`config.mk`:
```
export PLATFORM = sky130hd
export DESIGN_NAME = imm_gen_stage
export DESIGN_NICKNAME = d
export VERILOG_FILES = /design/src/rtl/imm_gen_pkg.sv /design/src/rtl/imm_gen_stage_decode.sv /design/src/rtl/imm_gen_stage.sv
export SDC_FILE = /design/constraint.sdc
export NUM_CORES = 1
export LEC_CHECK = 0
export BUFFER_PORTS_ARGS = -buffer_cell sky130_fd_sc_hd__buf_2
export CAP_MARGIN = 40
export CORE_AREA = 2 2 98 123
export CTS_BUF_LIST = sky130_fd_sc_hd__clkbuf_16
export CTS_CLUSTER_SIZE = 20
export DETAILED_ROUTE_END_ITERATION = 8
export DIE_AREA = 0 0 100 125
export GPL_TIMING_DRIVEN = 1
export PLACE_DENSITY_LB_ADDON = 0.08
export SETUP_SLACK_MARGIN = 0.4
export SLEW_MARGIN = 20
export SYNTH_ARGS = -nofsm -noshare
export SYNTH_HDL_FRONTEND = slang
export SYNTH_SLANG_ARGS = --single-unit
```
`constraint.sdc`:
```
create_clock -name clk -period 1.65 [get_ports clk]
set_input_delay 0.165 -clock clk [delete_from_list [all_inputs] [get_ports clk]]
set_output_delay 0.165 -clock clk [all_outputs]
set_load 0.01 [all_outputs]
```
`src/rtl/imm_gen_pkg.sv`:
```
// Shared definitions for the immediate-generation stage.
//   imm_fmt_e : format code presented on out_fmt
//   OPC_*     : RV32/RV64 major opcodes (instr[6:0])
//   is_shift_f3 : OP-IMM / OP-IMM-32 funct3 values that carry a shamt
package imm_gen_pkg;

    typedef enum logic [2:0] {
        FMT_R   = 3'd0,
        FMT_I   = 3'd1,
        FMT_S   = 3'd2,
        FMT_B   = 3'd3,
        FMT_U   = 3'd4,
        FMT_J   = 3'd5,
        FMT_SH  = 3'd6,
        FMT_ILL = 3'd7
    } imm_fmt_e;

    localparam logic [6:0] OPC_LOAD      = 7'b0000011;
    localparam logic [6:0] OPC_OP_IMM    = 7'b0010011;
    localparam logic [6:0] OPC_AUIPC     = 7'b0010111;
    localparam logic [6:0] OPC_OP_IMM_32 = 7'b0011011;
    localparam logic [6:0] OPC_STORE     = 7'b0100011;
    localparam logic [6:0] OPC_OP        = 7'b0110011;
    localparam logic [6:0] OPC_LUI       = 7'b0110111;
    localparam logic [6:0] OPC_OP_32     = 7'b0111011;
    localparam logic [6:0] OPC_BRANCH    = 7'b1100011;
    localparam logic [6:0] OPC_JALR      = 7'b1100111;
    localparam logic [6:0] OPC_JAL       = 7'b1101111;
    localparam logic [6:0] OPC_SYSTEM    = 7'b1110011;

    function automatic logic is_shift_f3(input logic [2:0] f3);
        return (f3 == 3'b001) || (f3 == 3'b101);
    endfunction

endpackage

```
`src/rtl/imm_gen_stage_decode.sv`:
```
// Combinational immediate decoder.
//   instr_i   : 32-bit instruction word
//   imm_o     : XLEN-wide sign/zero-extended immediate
//   fmt_o     : decoded format
//   illegal_o : opcode (or shamt/width combination) not decodable
module imm_decode
    import imm_gen_pkg::*;
#(
    parameter int unsigned XLEN = 64
) (
    input  logic [31:0]     instr_i,
    output logic [XLEN-1:0] imm_o,
    output imm_fmt_e        fmt_o,
    output logic            illegal_o
);

    logic [6:0]  opcode;
    logic [2:0]  funct3;
    logic        s;
    logic [63:0] imm64;

    assign opcode = instr_i[6:0];
    assign funct3 = instr_i[14:12];
    assign s      = instr_i[31];

    // Built at 64 bits and truncated; sign extension from bit 31 makes
    // the low XLEN bits identical to a native XLEN-wide extension.
    always_comb begin
        imm64     = '0;
        fmt_o     = FMT_R;
        illegal_o = 1'b0;
        case (opcode)
            OPC_LOAD, OPC_JALR: begin
                fmt_o = FMT_I;
                imm64 = {{52{s}}, instr_i[31:20]};
            end
            OPC_OP_IMM: begin
                if (is_shift_f3(funct3)) begin
                    if (XLEN == 64) begin
                        fmt_o = FMT_SH;
                        imm64 = {58'd0, instr_i[25:20]};
                    end else if (instr_i[25]) begin
                        fmt_o     = FMT_ILL;
                        illegal_o = 1'b1;
                    end else begin
                        fmt_o = FMT_SH;
                        imm64 = {59'd0, instr_i[24:20]};
                    end
                end else begin
                    fmt_o = FMT_I;
                    imm64 = {{52{s}}, instr_i[31:20]};
                end
            end
            OPC_OP_IMM_32: begin
                if (XLEN != 64) begin
                    fmt_o     = FMT_ILL;
                    illegal_o = 1'b1;
                end else if (is_shift_f3(funct3)) begin
                    fmt_o = FMT_SH;
                    imm64 = {59'd0, instr_i[24:20]};
                end else begin
                    fmt_o = FMT_I;
                    imm64 = {{52{s}}, instr_i[31:20]};
                end
            end
            OPC_STORE: begin
                fmt_o = FMT_S;
                imm64 = {{52{s}}, instr_i[31:25], instr_i[11:7]};
            end
            OPC_BRANCH: begin
                fmt_o = FMT_B;
                imm64 = {{52{s}}, instr_i[7], instr_i[30:25], instr_i[11:8], 1'b0};
            end
            OPC_LUI, OPC_AUIPC: begin
                fmt_o = FMT_U;
                imm64 = {{32{s}}, instr_i[31:12], 12'd0};
            end
            OPC_JAL: begin
                fmt_o = FMT_J;
                imm64 = {{44{s}}, instr_i[19:12], instr_i[20], instr_i[30:21], 1'b0};
            end
            OPC_OP: fmt_o = FMT_R;
            OPC_OP_32: begin
                if (XLEN != 64) begin
                    fmt_o     = FMT_ILL;
                    illegal_o = 1'b1;
                end
            end
            OPC_SYSTEM: begin
                // CSR address, zero-extended
                fmt_o = FMT_I;
                imm64 = {52'd0, instr_i[31:20]};
            end
            default: begin
                fmt_o     = FMT_ILL;
                illegal_o = 1'b1;
            end
        endcase
    end

    assign imm_o = imm64[XLEN-1:0];

endmodule

```
`src/rtl/imm_gen_stage.sv`:
```
// Registered, handshaked immediate-generation stage with a 2-entry
// output/skid buffer and a saturating illegal-instruction counter.
//   clk, rst_n            : clock, async active-low reset
//   flush                 : drop all buffered entries (sync)
//   in_valid/in_ready     : input handshake; in_instr, in_tag payload
//   out_valid/out_ready   : output handshake; out_imm/fmt/illegal/tag payload
//   illegal_cnt           : accepted illegal instructions, saturating
module imm_gen_stage
    import imm_gen_pkg::*;
#(
    parameter int unsigned XLEN  = 64,
    parameter int unsigned TAG_W = 8,
    parameter int unsigned CNT_W = 16
) (
    input  logic             clk,
    input  logic             rst_n,
    input  logic             flush,
    input  logic             in_valid,
    output logic             in_ready,
    input  logic [31:0]      in_instr,
    input  logic [TAG_W-1:0] in_tag,
    output logic             out_valid,
    input  logic             out_ready,
    output logic [XLEN-1:0]  out_imm,
    output imm_fmt_e         out_fmt,
    output logic             out_illegal,
    output logic [TAG_W-1:0] out_tag,
    output logic [CNT_W-1:0] illegal_cnt
);

    typedef struct packed {
        logic [XLEN-1:0]  imm;
        imm_fmt_e         fmt;
        logic             illegal;
        logic [TAG_W-1:0] tag;
    } entry_t;

    logic [XLEN-1:0] dec_imm;
    imm_fmt_e        dec_fmt;
    logic            dec_illegal;

    imm_decode #(.XLEN(XLEN)) u_decode (
        .instr_i   (in_instr),
        .imm_o     (dec_imm),
        .fmt_o     (dec_fmt),
        .illegal_o (dec_illegal)
    );

    entry_t          o_q, o_d, k_q, k_d, new_entry;
    logic            o_valid_q, o_valid_d, k_valid_q, k_valid_d;
    logic [CNT_W-1:0] cnt_q, cnt_d;
    logic            accept;

    assign new_entry = '{imm: dec_imm, fmt: dec_fmt, illegal: dec_illegal, tag: in_tag};
    // in_ready depends only on registered skid state
    assign accept    = in_valid && !k_valid_q && !flush;

    always_comb begin
        o_d       = o_q;
        o_valid_d = o_valid_q;
        k_d       = k_q;
        k_valid_d = k_valid_q;
        cnt_d     = cnt_q;
        if (flush) begin
            o_valid_d = 1'b0;
            k_valid_d = 1'b0;
        end else begin
            if (o_valid_q && out_ready && k_valid_q) begin
                // skid drains into O; accept is impossible while K is full
                o_d       = k_q;
                k_valid_d = 1'b0;
            end else if (!o_valid_q || out_ready) begin
                o_valid_d = accept;
                if (accept) o_d = new_entry;
            end else if (accept) begin
                k_d       = new_entry;
                k_valid_d = 1'b1;
            end
            if (accept && dec_illegal && (cnt_q != '1)) cnt_d = cnt_q + 1'b1;
        end
    end

    always_ff @(posedge clk or negedge rst_n) begin
        if (!rst_n) begin
            o_q       <= '{imm: '0, fmt: FMT_R, illegal: 1'b0, tag: '0};
            k_q       <= '{imm: '0, fmt: FMT_R, illegal: 1'b0, tag: '0};
            o_valid_q <= 1'b0;
            k_valid_q <= 1'b0;
            cnt_q     <= '0;
        end else begin
            o_q       <= o_d;
            k_q       <= k_d;
            o_valid_q <= o_valid_d;
            k_valid_q <= k_valid_d;
            cnt_q     <= cnt_d;
        end
    end

    assign in_ready    = !k_valid_q;
    assign out_valid   = o_valid_q;
    assign out_imm     = o_q.imm;
    assign out_fmt     = o_q.fmt;
    assign out_illegal = o_q.illegal;
    assign out_tag     = o_q.tag;
    assign illegal_cnt = cnt_q;

endmodule

```
==> impl_metrics.csv, run 1 <==
group,metric,value,unit
grt,antenna_found_initial,0,
timing,hold_violations,0,
cts,cts_tree,"built",
synth,syn_avg_cell_area,9.05,um2
cts,cts_root_buffer,"clkbuf_16",
timing,fin_crit_sh,1.04,
power,total_power,8480,uW
die,die_w,100,um
route,dr_total_vias,5317,
route,drt_iter0_markers,288,
critical_path,endpoint_kind,"flop",
synth,yosysWarnings,0,
final_layout,multi_input_area,2990,um2
grt,overflow,0,
timing,max_freq,580,MHz
grt,grt_usage,0.279,
final_layout,area_delta_synth_final,61.1,%
power,p_clk_frac,0.265,
synth,synthDistinctLibCells,54,
die,pin_count,139,
synth,synth_edf_count,0,
power,sw_frac_of_total,0.323,
power,powerDensity,986,nW/um2
placed_design,port_buffers,138,
power,leakage,0.00380,uW
placed_design,hpwl,10200,um
synth,ys.flop_type,"dfrtp_1",
cts,clk_latency,350,ps
die,num_rows,44,
cts,cts_sinks,106,
final_layout,regArea,2660,um2
timing,worst_slack,-72.9,ps
power,p_int,5740,uW
final_layout,post_route_cells_drive_above_1_share,0.522,
synth,synth_async_sr_flop_share,1.00,
critical_path,start_kind,"flop",
synth,yosysTopAreaCell,"dfrtp_1",
min_path,hold_path_class,"in -> reg",
final_layout,num_antenna_cells,0,
critical_path,cp.arrival,1990,ps
route,drc,0,
final_layout,nNetsFinal,830,
final_layout,postLayoutCoreUtil,0.751,
power,comb_power_share,0.320,
power,power.switching,2740,uW
synth,syn_inst,590,
timing,fin_crit,1720,ps
placed_design,gp_congestion,0.839,
route,routed_via_density,5.74,
cts,clk_pin_slew,80,ps
timing,tightest_slew,471,ps
route,ant_nets,0,
power,ir_drop,0.000707,V
grt,grt_max_degree,51,
run,cap_violations,0,
timing,finClkSkew,10.5,ps
die,die_h,125,um
synth,syn-num-nets,636,
timing,setup_viol,27,
power,seqPwrFrac,0.415,
grt,grt_pass1_vias,5400,
route,wl,18500,um
die,die_area,12500,um2
outcome,violations,"setup timing",
synth,ys_ff_latch,106,
synth,ys_seq_area_frac,0.497,
timing,maxSlewHeadroom,0.684,
critical_path,worst-setup-path-type,"reg -> reg",
synth,synthTopCellsByArea,"dfrtp_1, nand2_1, nor2_1",
grt,grt_pass1_wl,27400,um
final_layout,fill_cells,759,
critical_path,worstPathRequired,1910,ps
die,core_area,11500,um2
cts,htreeDepth,3,
route,dr.pass1.iters,5,
outcome,status,"complete, but fails checks",
critical_path,cp_max_fo,5,
timing,rsz0062_at_grt,"yes",
timing,slew_violations,0,
route,wl_per_cell,19.9,um
die,start_util,0.466,
cts,cts_made_buffers,9,
cts,clk_path_buf_depth,2,
synth,syn-cell-area,5340,um2
synth,yosysTopAreaCellShare,0.497,
[repair_timing]
item,4_1_cts,5_1_grt
endpoints found under the setup margin,137,139
hold buffers,1,0
resized for setup,109,110
pin swaps,14,51
endpoints found under the hold margin,24,0
cloned,12,9
setup buffers,20,2
[per-layer routing]
metal,GRT usage,up-vias,share of wire
li1,-,2433,-
met1,0.334,2602,0.37
met2,0.494,235,0.54
met3,0.0402,47,0.061
met4,0.122,0,0.032
met5,0,-,0
[path summary, 6_finish.rpt]
| check | start | endpoint | slack, ps | cells after the start |
|---|---|---|---|---|
| max reg2reg | k_valid_q$_DFFE_PN0P_ | k_q[36]$_DFFE_PN0P_ | -70 | 10 |
| min reg2reg | out_imm[0]$_DFFE_PN0P_ | out_imm[0]$_DFFE_PN0P_ | 490 | 2 |
| max | k_valid_q$_DFFE_PN0P_ | k_q[36]$_DFFE_PN0P_ | -70 | 10 |
| max in group asynchronous | rst_n | k_q[28]$_DFFE_PN0P_ | 780 | 3 |
| min | in_tag[3] | k_q[3]$_DFFE_PN0P_ | 40 | 3 |
| min in group asynchronous | rst_n | k_q[14]$_DFFE_PN0P_ | 270 | 2 |
[critical path: stages, from the launching register on]
cell	delay (ps)
dfrtp_1	410
nand2b_4	170
buf_6	130
buf_6	110
nor2_4	120
and2_4	190
buf_12	120
buf_12	90
buf_12	120
nor2_1	40
a21oi_1	130
[Yosys cell counts (2+ instances only)]
| master | instances |
|---|---|
| o22ai_1 | 5 |
| inv_1 | 4 |
| dfrtp_1 | 106 |
| nand3b_1 | 3 |
| buf_1 | 2 |
| nand2b_1 | 2 |
| nor2_1 | 74 |
| xnor2_1 | 15 |
| and4b_1 | 2 |
| o21ai_1 | 3 |
| nand4b_1 | 3 |
| nand2_1 | 99 |
| and2_1 | 2 |
| o21ai_0 | 16 |
| buf_6 | 2 |
| nor2b_1 | 3 |
| a21oi_1 | 34 |
| o21a_1 | 2 |
| a31o_2 | 2 |
| and3_1 | 11 |
| a22oi_1 | 4 |
| nand3_1 | 26 |
| nor3_1 | 27 |
| a31oi_1 | 19 |
| buf_2 | 10 |
| clkbuf_1 | 23 |
| a211oi_2 | 12 |
| nand4_1 | 4 |
| a211oi_1 | 17 |
| buf_4 | 32 |
| or2_2 | 3 |
[metrics by stage]
step,setup TNS [ps],hold slack [ps],instances,worst slack [ps],instance area [um2]
floorplan,0,-131,590,75.8,5550
global placement,-15350,104,866,-547,6570
detailed placement,-13930,106,867,-408,6580
CTS,-15.6,17.3,916,-6.81,7940
global route,-4430,50.8,927,-133,8600
finish,-558,37.0,927,-72.9,8600
[power groups by stage]
stage               sequential, uW  clock, uW  combinational [uW]
global route                  3570       2350                2920
global placement              3440          0                1830
CTS                           3430       2240                2420
finish                        3520       2240                2710
floorplan                     3570          0                1040
detailed placement            3470          0                1870
[flip-flops by register name, summed over array words and instances, names as in the netlist]
signal,count
illegal_cnt,16
k_q,44
k_valid_q,1
out_fmt,3
out_illegal,1
out_imm,32
out_tag,8
out_valid,1
[cell type report]
class / instances / area share
multi-input combinational: 411 / 0.347
sequential: 106 / 0.309
timing repair buffer: 252 / 0.286
clock buffer: 9 / 0.0262
tap: 138 / 0.0201
clock inverter: 7 / 0.00873
inverter: 4 / 0.00175
[cell usage in the layout, fill, tap and decap left out, types with 4 or more instances in the layout]
cell type and n:
a211oi_2 11, nand2_4 16, nor2_1 56, buf_6 51
a22oi_1 4, and3_1 10, a211oi_1 15, nand2_2 24
nand4_1 4, nand3_1 13, a21oi_2 10, nor3_2 10
o21ai_0 5, inv_1 6, a31oi_4 6, o22ai_1 5
buf_16 12, nor2_4 10, nand3_4 6, nand2_1 59
o21ai_2 4, dfrtp_2 4, nor2_2 9, xnor2_1 13
buf_12 20, dfrtp_1 101, nor3_1 16, buf_2 104
buf_4 55, clkbuf_16 17, a31oi_1 12, nand3_2 7
o21ai_1 10, a21oi_1 23
[kinds of logic (layout without fill, tap and decap cells)]
family / Yosys count / count (layout) / share of synthesized area
buf+inv: 73 / 272 / 0.0790
xor+xnor: 15 / 15 / 0.0246
mux: 1 / 1 / 0.00211
flops: 106 / 106 / 0.497
fa+ha+maj: 1 / 1 / 0.00234
simple gates: 268 / 268 / 0.229
compound gates: 126 / 126 / 0.166
Power figures use the tool's default switching activity.
==> inputs of run 2 (changes only) <==
--- a/config.mk
+++ b/config.mk
@@ -13,7 +13,7 @@
 export DETAILED_ROUTE_END_ITERATION = 8
 export DIE_AREA = 0 0 100 125
 export GPL_TIMING_DRIVEN = 1
-export PLACE_DENSITY_LB_ADDON = 0.08
+export PLACE_DENSITY_LB_ADDON = 0.3
 export SETUP_SLACK_MARGIN = 0.4
 export SLEW_MARGIN = 20
 export SYNTH_ARGS = -nofsm -noshare
==> run 2 against run 1 <==
Effect of this change:
- the flow still finishes with violations (setup timing)
- sequential cell count did not move
- worst hold slack improved by 24 ps
- wire length rose by 19%
- via count rose by 9.3%
- design area rose by 6.9%
- largest cell class unchanged
- largest power group unchanged
- critical path depth fell by 4
- setup slack got worse by 46 ps
- clock skew fell by 0.82 ps
==> impl_metrics.csv, run 2 (synthesis gave the netlist of run 1 again) <==
group,metric,value,unit
outcome,status,"complete, but fails checks",
grt,grt_pass1_wl,30300,um
run,cap_violations,0,
critical_path,crit_path_end,"out_imm[15]$_DFFE_PN0P_",
route,routed_via_density,6.17,
timing,tightest_slew,578,ps
grt,overflow,0,
timing,max_freq,565,MHz
critical_path,path_buf_inv,2,
final_layout,largest_reg_flops,44,
final_layout,num_antenna_cells,0,
timing,slew_violations,0,
cts,cts_sinks,106,
cts,cts_tree,"built",
cts,cts_root_buffer,"clkbuf_16",
die,die_area,12500,um2
die,core_area,11500,um2
min_path,hold_path_class,"in -> reg",
grt,grt_usage,0.310,
timing,fin_crit_sh,1.07,
grt,antenna_found_initial,0,
final_layout,top_register,"k_q",
final_layout,nNetsFinal,847,
die,die_w,100,um
critical_path,reg2reg_from,"out_valid$_DFFE_PN0P_",
critical_path,cp.arrival,1970,ps
critical_path,critPathLaunch,"out_valid$_DFFE_PN0P_",
grt,grt_pass1_vias,5771,
cts,clk_pin_slew,70,ps
critical_path,path_cells,"nor2b_4, buf_4, a211o_4, clkbuf_16, nor3_2, a211oi_1",
outcome,violations,"setup timing",
route,drt_iter0_markers,514,
die,num_rows,44,
route,drc,0,
critical_path,worstPathRequired,1860,ps
critical_path,crit_family,"compound AO/OA/AOI/OAI gates",
die,pin_count,139,
route,dr.pass1.iters,5,
min_path,min_path_cells,3,
critical_path,rr_worst_depth,6,
cts,clk_latency,350,ps
cts,clk_path_buf_depth,2,
timing,rsz0062_at_grt,"yes",
die,start_util,0.466,
power,total_power,8710,uW
final_layout,post_route_cells_drive_above_1_share,0.604,
route,highest_layer,"met4",
final_layout,fill_cells,611,
timing,worst_slack,-119,ps
power,powerDensity,947,nW/um2
final_layout,postLayoutCoreUtil,0.803,
critical_path,cp_max_fo,7,
critical_path,start_kind,"flop",
power,ir_drop,0.000683,V
cts,cts_made_buffers,9,
timing,maxSlewHeadroom,0.614,
final_layout,final_common_cell,"dfrtp_1",
final_layout,area_delta_synth_final,72.2,%
timing,fin_crit,1770,ps
placed_design,gp_congestion,0.935,
critical_path,slowest_delay,420,ps
grt,grt_max_degree,35,
route,ant_nets,0,
route,met3RoutedLength,1650,um
critical_path,reg2reg_slack,-120,ps
critical_path,endpoint_kind,"flop",
timing,setup_viol,24,
route,wl_per_cell,23.4,um
final_layout,final_cell_mix,"dfrtp_1, buf_2, buf_4",
die,die_h,125,um
critical_path,path_depth,6,
cts,htreeDepth,3,
min_path,hp-start,"in_tag[2]",
critical_path,critPathSlowestCell,"dfrtp_2",
timing,finClkSkew,9.68,ps
route,dr_total_vias,5814,
placed_design,port_buffers,138,
power,leakage,0.00401,uW
critical_path,worst-setup-path-type,"reg -> reg",
route,wl_met2,10900,um
critical_path,r2r_end,"out_imm[15]$_DFFE_PN0P_",
route,drt-met1-wl,7650,um
timing,hold_violations,0,
route,wl,22000,um
placed_design,hpwl,10300,um
[run 2: cell count changes in the layout (fill, tap and decap cells not counted), moves of 7 or more]
cell and delta:
nor2_1 -9, a21oi_1 -14, nor2_4 +16, nor3_1 -14
nor2_2 -7, a21oi_2 +12, buf_4 +8, buf_6 +10
nor3_2 +8
[run 2: metal layers]
metal / global-route usage / vias up
met5: 0 / -
met4: 0.180 / 0
met3: 0.0492 / 146
met2: 0.517 / 364
met1: 0.378 / 2846
li1: - / 2458
[run 2: worst min-delay path: stages]
cell and delay (ps):
buf_2 110, nand2_4 50, nand2_2 50
[run 2: layout make-up]
cell class / count / area, um2 / area share
Clock buffer: 9 / 225 / 0.0245
Clock inverter: 5 / 26.3 / 0.00286
Inverter: 4 / 15.0 / 0.00163
Multi-Input combinational cell: 411 / 3380 / 0.367
Sequential cell: 106 / 2660 / 0.289
Tap cell: 138 / 173 / 0.0188
Timing Repair Buffer: 269 / 2720 / 0.295
[run 2: where the power goes]
group	total [uW]	switching, uW	internal (uW)
Combinational	3100	1490	1620
Sequential	3610	519	3100
Clock	1990	997	997
Total	8710	3000	5710
[run 2: how the worst min path moves through the flow]
stage                     slack (ps)                    endpoint
final                             60          k_q[2]$_DFFE_PN0P_
after global routing              70          k_q[2]$_DFFE_PN0P_
after CTS                         30          k_q[5]$_DFFE_PN0P_
after detailed placement         150     out_imm[27]$_DFFE_PN0P_
after global placement           140         k_q[18]$_DFFE_PN0P_
after floorplan                 -130  illegal_cnt[0]$_DFFE_PN0P_
[run 2: per-stage QoR]
step / instance area, um2 / setup slack [ps] / hold WS, ps / std cells / TNS, ps
after floorplan: 5550 / 75.8 / -131 / 590 / 0
after global placement: 6500 / -437 / 139 / 864 / -10980
after detailed placement: 6510 / -262 / 148 / 865 / -10670
after CTS: 8560 / -4.74 / 32.5 / 929 / -17.9
after global routing: 9200 / -131 / 65.0 / 942 / -2580
final: 9200 / -119 / 61.0 / 942 / -1050
[run 2: repair_timing]
action	4_1_cts	5_1_grt
gates cloned	19	6
pin swaps	83	49
endpoints found under the setup margin	137	140
hold buffers	1	0
endpoints found under the hold margin	29	0
resized for setup	250	86
setup buffers	30	7
==> inputs of run 3 (changes only) <==
--- a/config.mk
+++ b/config.mk
@@ -14,6 +14,7 @@
 export DIE_AREA = 0 0 100 125
 export GPL_TIMING_DRIVEN = 1
 export PLACE_DENSITY_LB_ADDON = 0.3
+export RECOVER_POWER = 100
 export SETUP_SLACK_MARGIN = 0.4
 export SLEW_MARGIN = 20
 export SYNTH_ARGS = -nofsm -noshare
==> run 3 against run 2 <==
Effect of this change:
- the flow still finishes with violations (setup timing)
- critical endpoint is now out_imm[16]$_DFFE_PN0P_
- clock-buffer cell count stayed put
- core utilization is 0.96 points lower
- largest power group unchanged
- first-iteration DRC count is 11% higher
- critical path type unchanged
- final cell count stayed put
==> impl_metrics.csv, run 3 (synthesis gave the netlist of run 1 again) <==
group,metric,value,unit
outcome,status,"complete, but fails checks",
outcome,violations,"setup timing",
timing,worst_slack,-80.3,ps
power,p_int,5630,uW
route,wl_per_cell,23.4,um
die,pin_count,139,
cts,htreeDepth,3,
die,die_area,12500,um2
die,num_rows,44,
timing,tightest_slew,873,ps
power,ir_drop,0.000679,V
cts,cts_root_buffer,"clkbuf_16",
grt,grt_pass1_vias,5771,
timing,fin_crit_sh,1.05,
grt,overflow,0,
grt,grt_max_degree,35,
route,ant_nets,0,
power,sw_frac_of_total,0.348,
critical_path,critPathSlowestCell,"dfrtp_2",
critical_path,worstPathRequired,1860,ps
power,leakage,0.00383,uW
route,drt_iter0_markers,569,
cts,clk_latency,350,ps
cts,clk_pin_slew,80,ps
route,wl,22100,um
placed_design,placed_cell_area,6510,um2
timing,whs,55.6,ps
critical_path,path_cells,"nor2b_4, buf_4, a211o_4, buf_12, nor3_2, a211oi_1",
min_path,hold_path_class,"in -> reg",
die,die_h,125,um
critical_path,endpoint_kind,"flop",
cts,cts_tree,"built",
placed_design,hpwl,10300,um
timing,fin_crit,1730,ps
final_layout,postLayoutCoreUtil,0.793,
cts,clk_path_buf_depth,2,
route,dr_total_vias,5790,
final_layout,area_delta_synth_final,70.2,%
critical_path,worst-setup-path-type,"reg -> reg",
timing,slew_violations,0,
final_layout,final_common_cell,"dfrtp_1",
timing,finClkSkew,10.0,ps
route,drc,0,
die,die_w,100,um
route,dr.pass1.iters,5,
die,core_area,11500,um2
final_layout,top_register,"k_q",
power,comb_power_share,0.351,
final_layout,num_antenna_cells,0,
grt,antenna_found_initial,0,
timing,max_freq,578,MHz
critical_path,cp.arrival,1940,ps
critical_path,cp_max_fo,7,
grt,grt_usage,0.310,
power,p_clk_frac,0.231,
critical_path,slowest_delay,410,ps
placed_design,port_buffers,138,
route,routed_via_density,6.15,
run,cap_violations,0,
placed_design,pre_cts_ws,-262,ps
power,seqPwrFrac,0.419,
power,power.switching,3010,uW
final_layout,largest_reg_flops,44,
final_layout,final_cell_mix,"dfrtp_1, buf_6, nand2_1, clkbuf_1",
cts,cts_made_buffers,9,
timing,maxSlewHeadroom,0.418,
final_layout,post_route_cells_drive_above_1_share,0.535,
cts,cts_sinks,106,
final_layout,nNetsFinal,847,
timing,hold_violations,0,
critical_path,start_kind,"flop",
final_layout,fin_area,9080,um2
timing,setup_viol,24,
placed_design,gp_congestion,0.935,
power,powerDensity,951,nW/um2
final_layout,final_cells,942,
grt,grt_pass1_wl,30300,um
die,start_util,0.466,
placed_design,dp_cells,865,
timing,rsz0062_at_grt,"yes",
==> run 3: metrics by stage <==
stage          power (uW)  TNS, ps
2_1_floorplan        4610        0
3_3_place_gp         5190   -10980
3_5_place_dp         5270   -10670
4_1_cts              8090    -17.9
5_1_grt              8950    -3740
6_report             8640     -878
==> run 3: final timing paths <==
check,from,to,slack [ps],cells after the start
setup / recovery,out_valid$_DFFE_PN0P_,out_imm[16]$_DFFE_PN0P_,-80,6
hold / removal,in_tag[2],k_q[2]$_DFFE_PN0P_,60,3
setup reg to reg,out_valid$_DFFE_PN0P_,out_imm[16]$_DFFE_PN0P_,-80,6
hold reg to reg,k_q[19]$_DFFE_PN0P_,k_q[19]$_DFFE_PN0P_,500,2
max in group asynchronous,rst_n,out_imm[62]$_DFFE_PN0P_,150,3
min in group asynchronous,rst_n,out_imm[26]$_DFFE_PN0P_,470,2
==> run 3: power by group through the flow <==
| stage | combinational, uW | clock [uW] | sequential [uW] |
|---|---|---|---|
| 2_1_floorplan | 1040 | 0 | 3570 |
| 3_3_place_gp | 1730 | 0 | 3450 |
| 3_5_place_dp | 1790 | 0 | 3480 |
| 4_1_cts | 2630 | 1940 | 3520 |
| 5_1_grt | 3200 | 2090 | 3660 |
| 6_report | 3030 | 1990 | 3620 |
==> run 3: area by class of cell <==
| type | instances | area, um2 |
|---|---|---|
| Clock buffer | 9 | 225 |
| Tap cell | 138 | 173 |
| Fill cell | 659 | 2370 |
| Multi-Input combinational cell | 411 | 3380 |
| Sequential cell | 106 | 2660 |
| Inverter | 4 | 15.0 |
| Clock inverter | 5 | 26.3 |
| Timing Repair Buffer | 269 | 2610 |
==> run 3: critical path: cells and delay by family, from the launching register on <==
| kind | cells | cell delay [ps] |
|---|---|---|
| AOI/OAI and AO/OA | 2 | 500 |
| DFF | 1 | 410 |
| buffers and inverters | 2 | 350 |
| and+or+nand+nor | 2 | 320 |
==> run 3: what timing repair did <==
item | CTS | global route
setup buffers | 30 | 7
hold endpoints to repair | 29 | 0
setup endpoints to repair | 137 | 140
hold buffers | 1 | 0
resized for setup | 250 | 86
cloned | 19 | 6
pin swaps | 83 | 49
==> run 3: routing by layer <==
metal,GRT usage,share of wire,vias up
li1,-,-,2458
met1,0.378,0.34,2813
met2,0.517,0.50,384
met3,0.0492,0.080,135
met4,0.180,0.081,0
met5,0,0,-
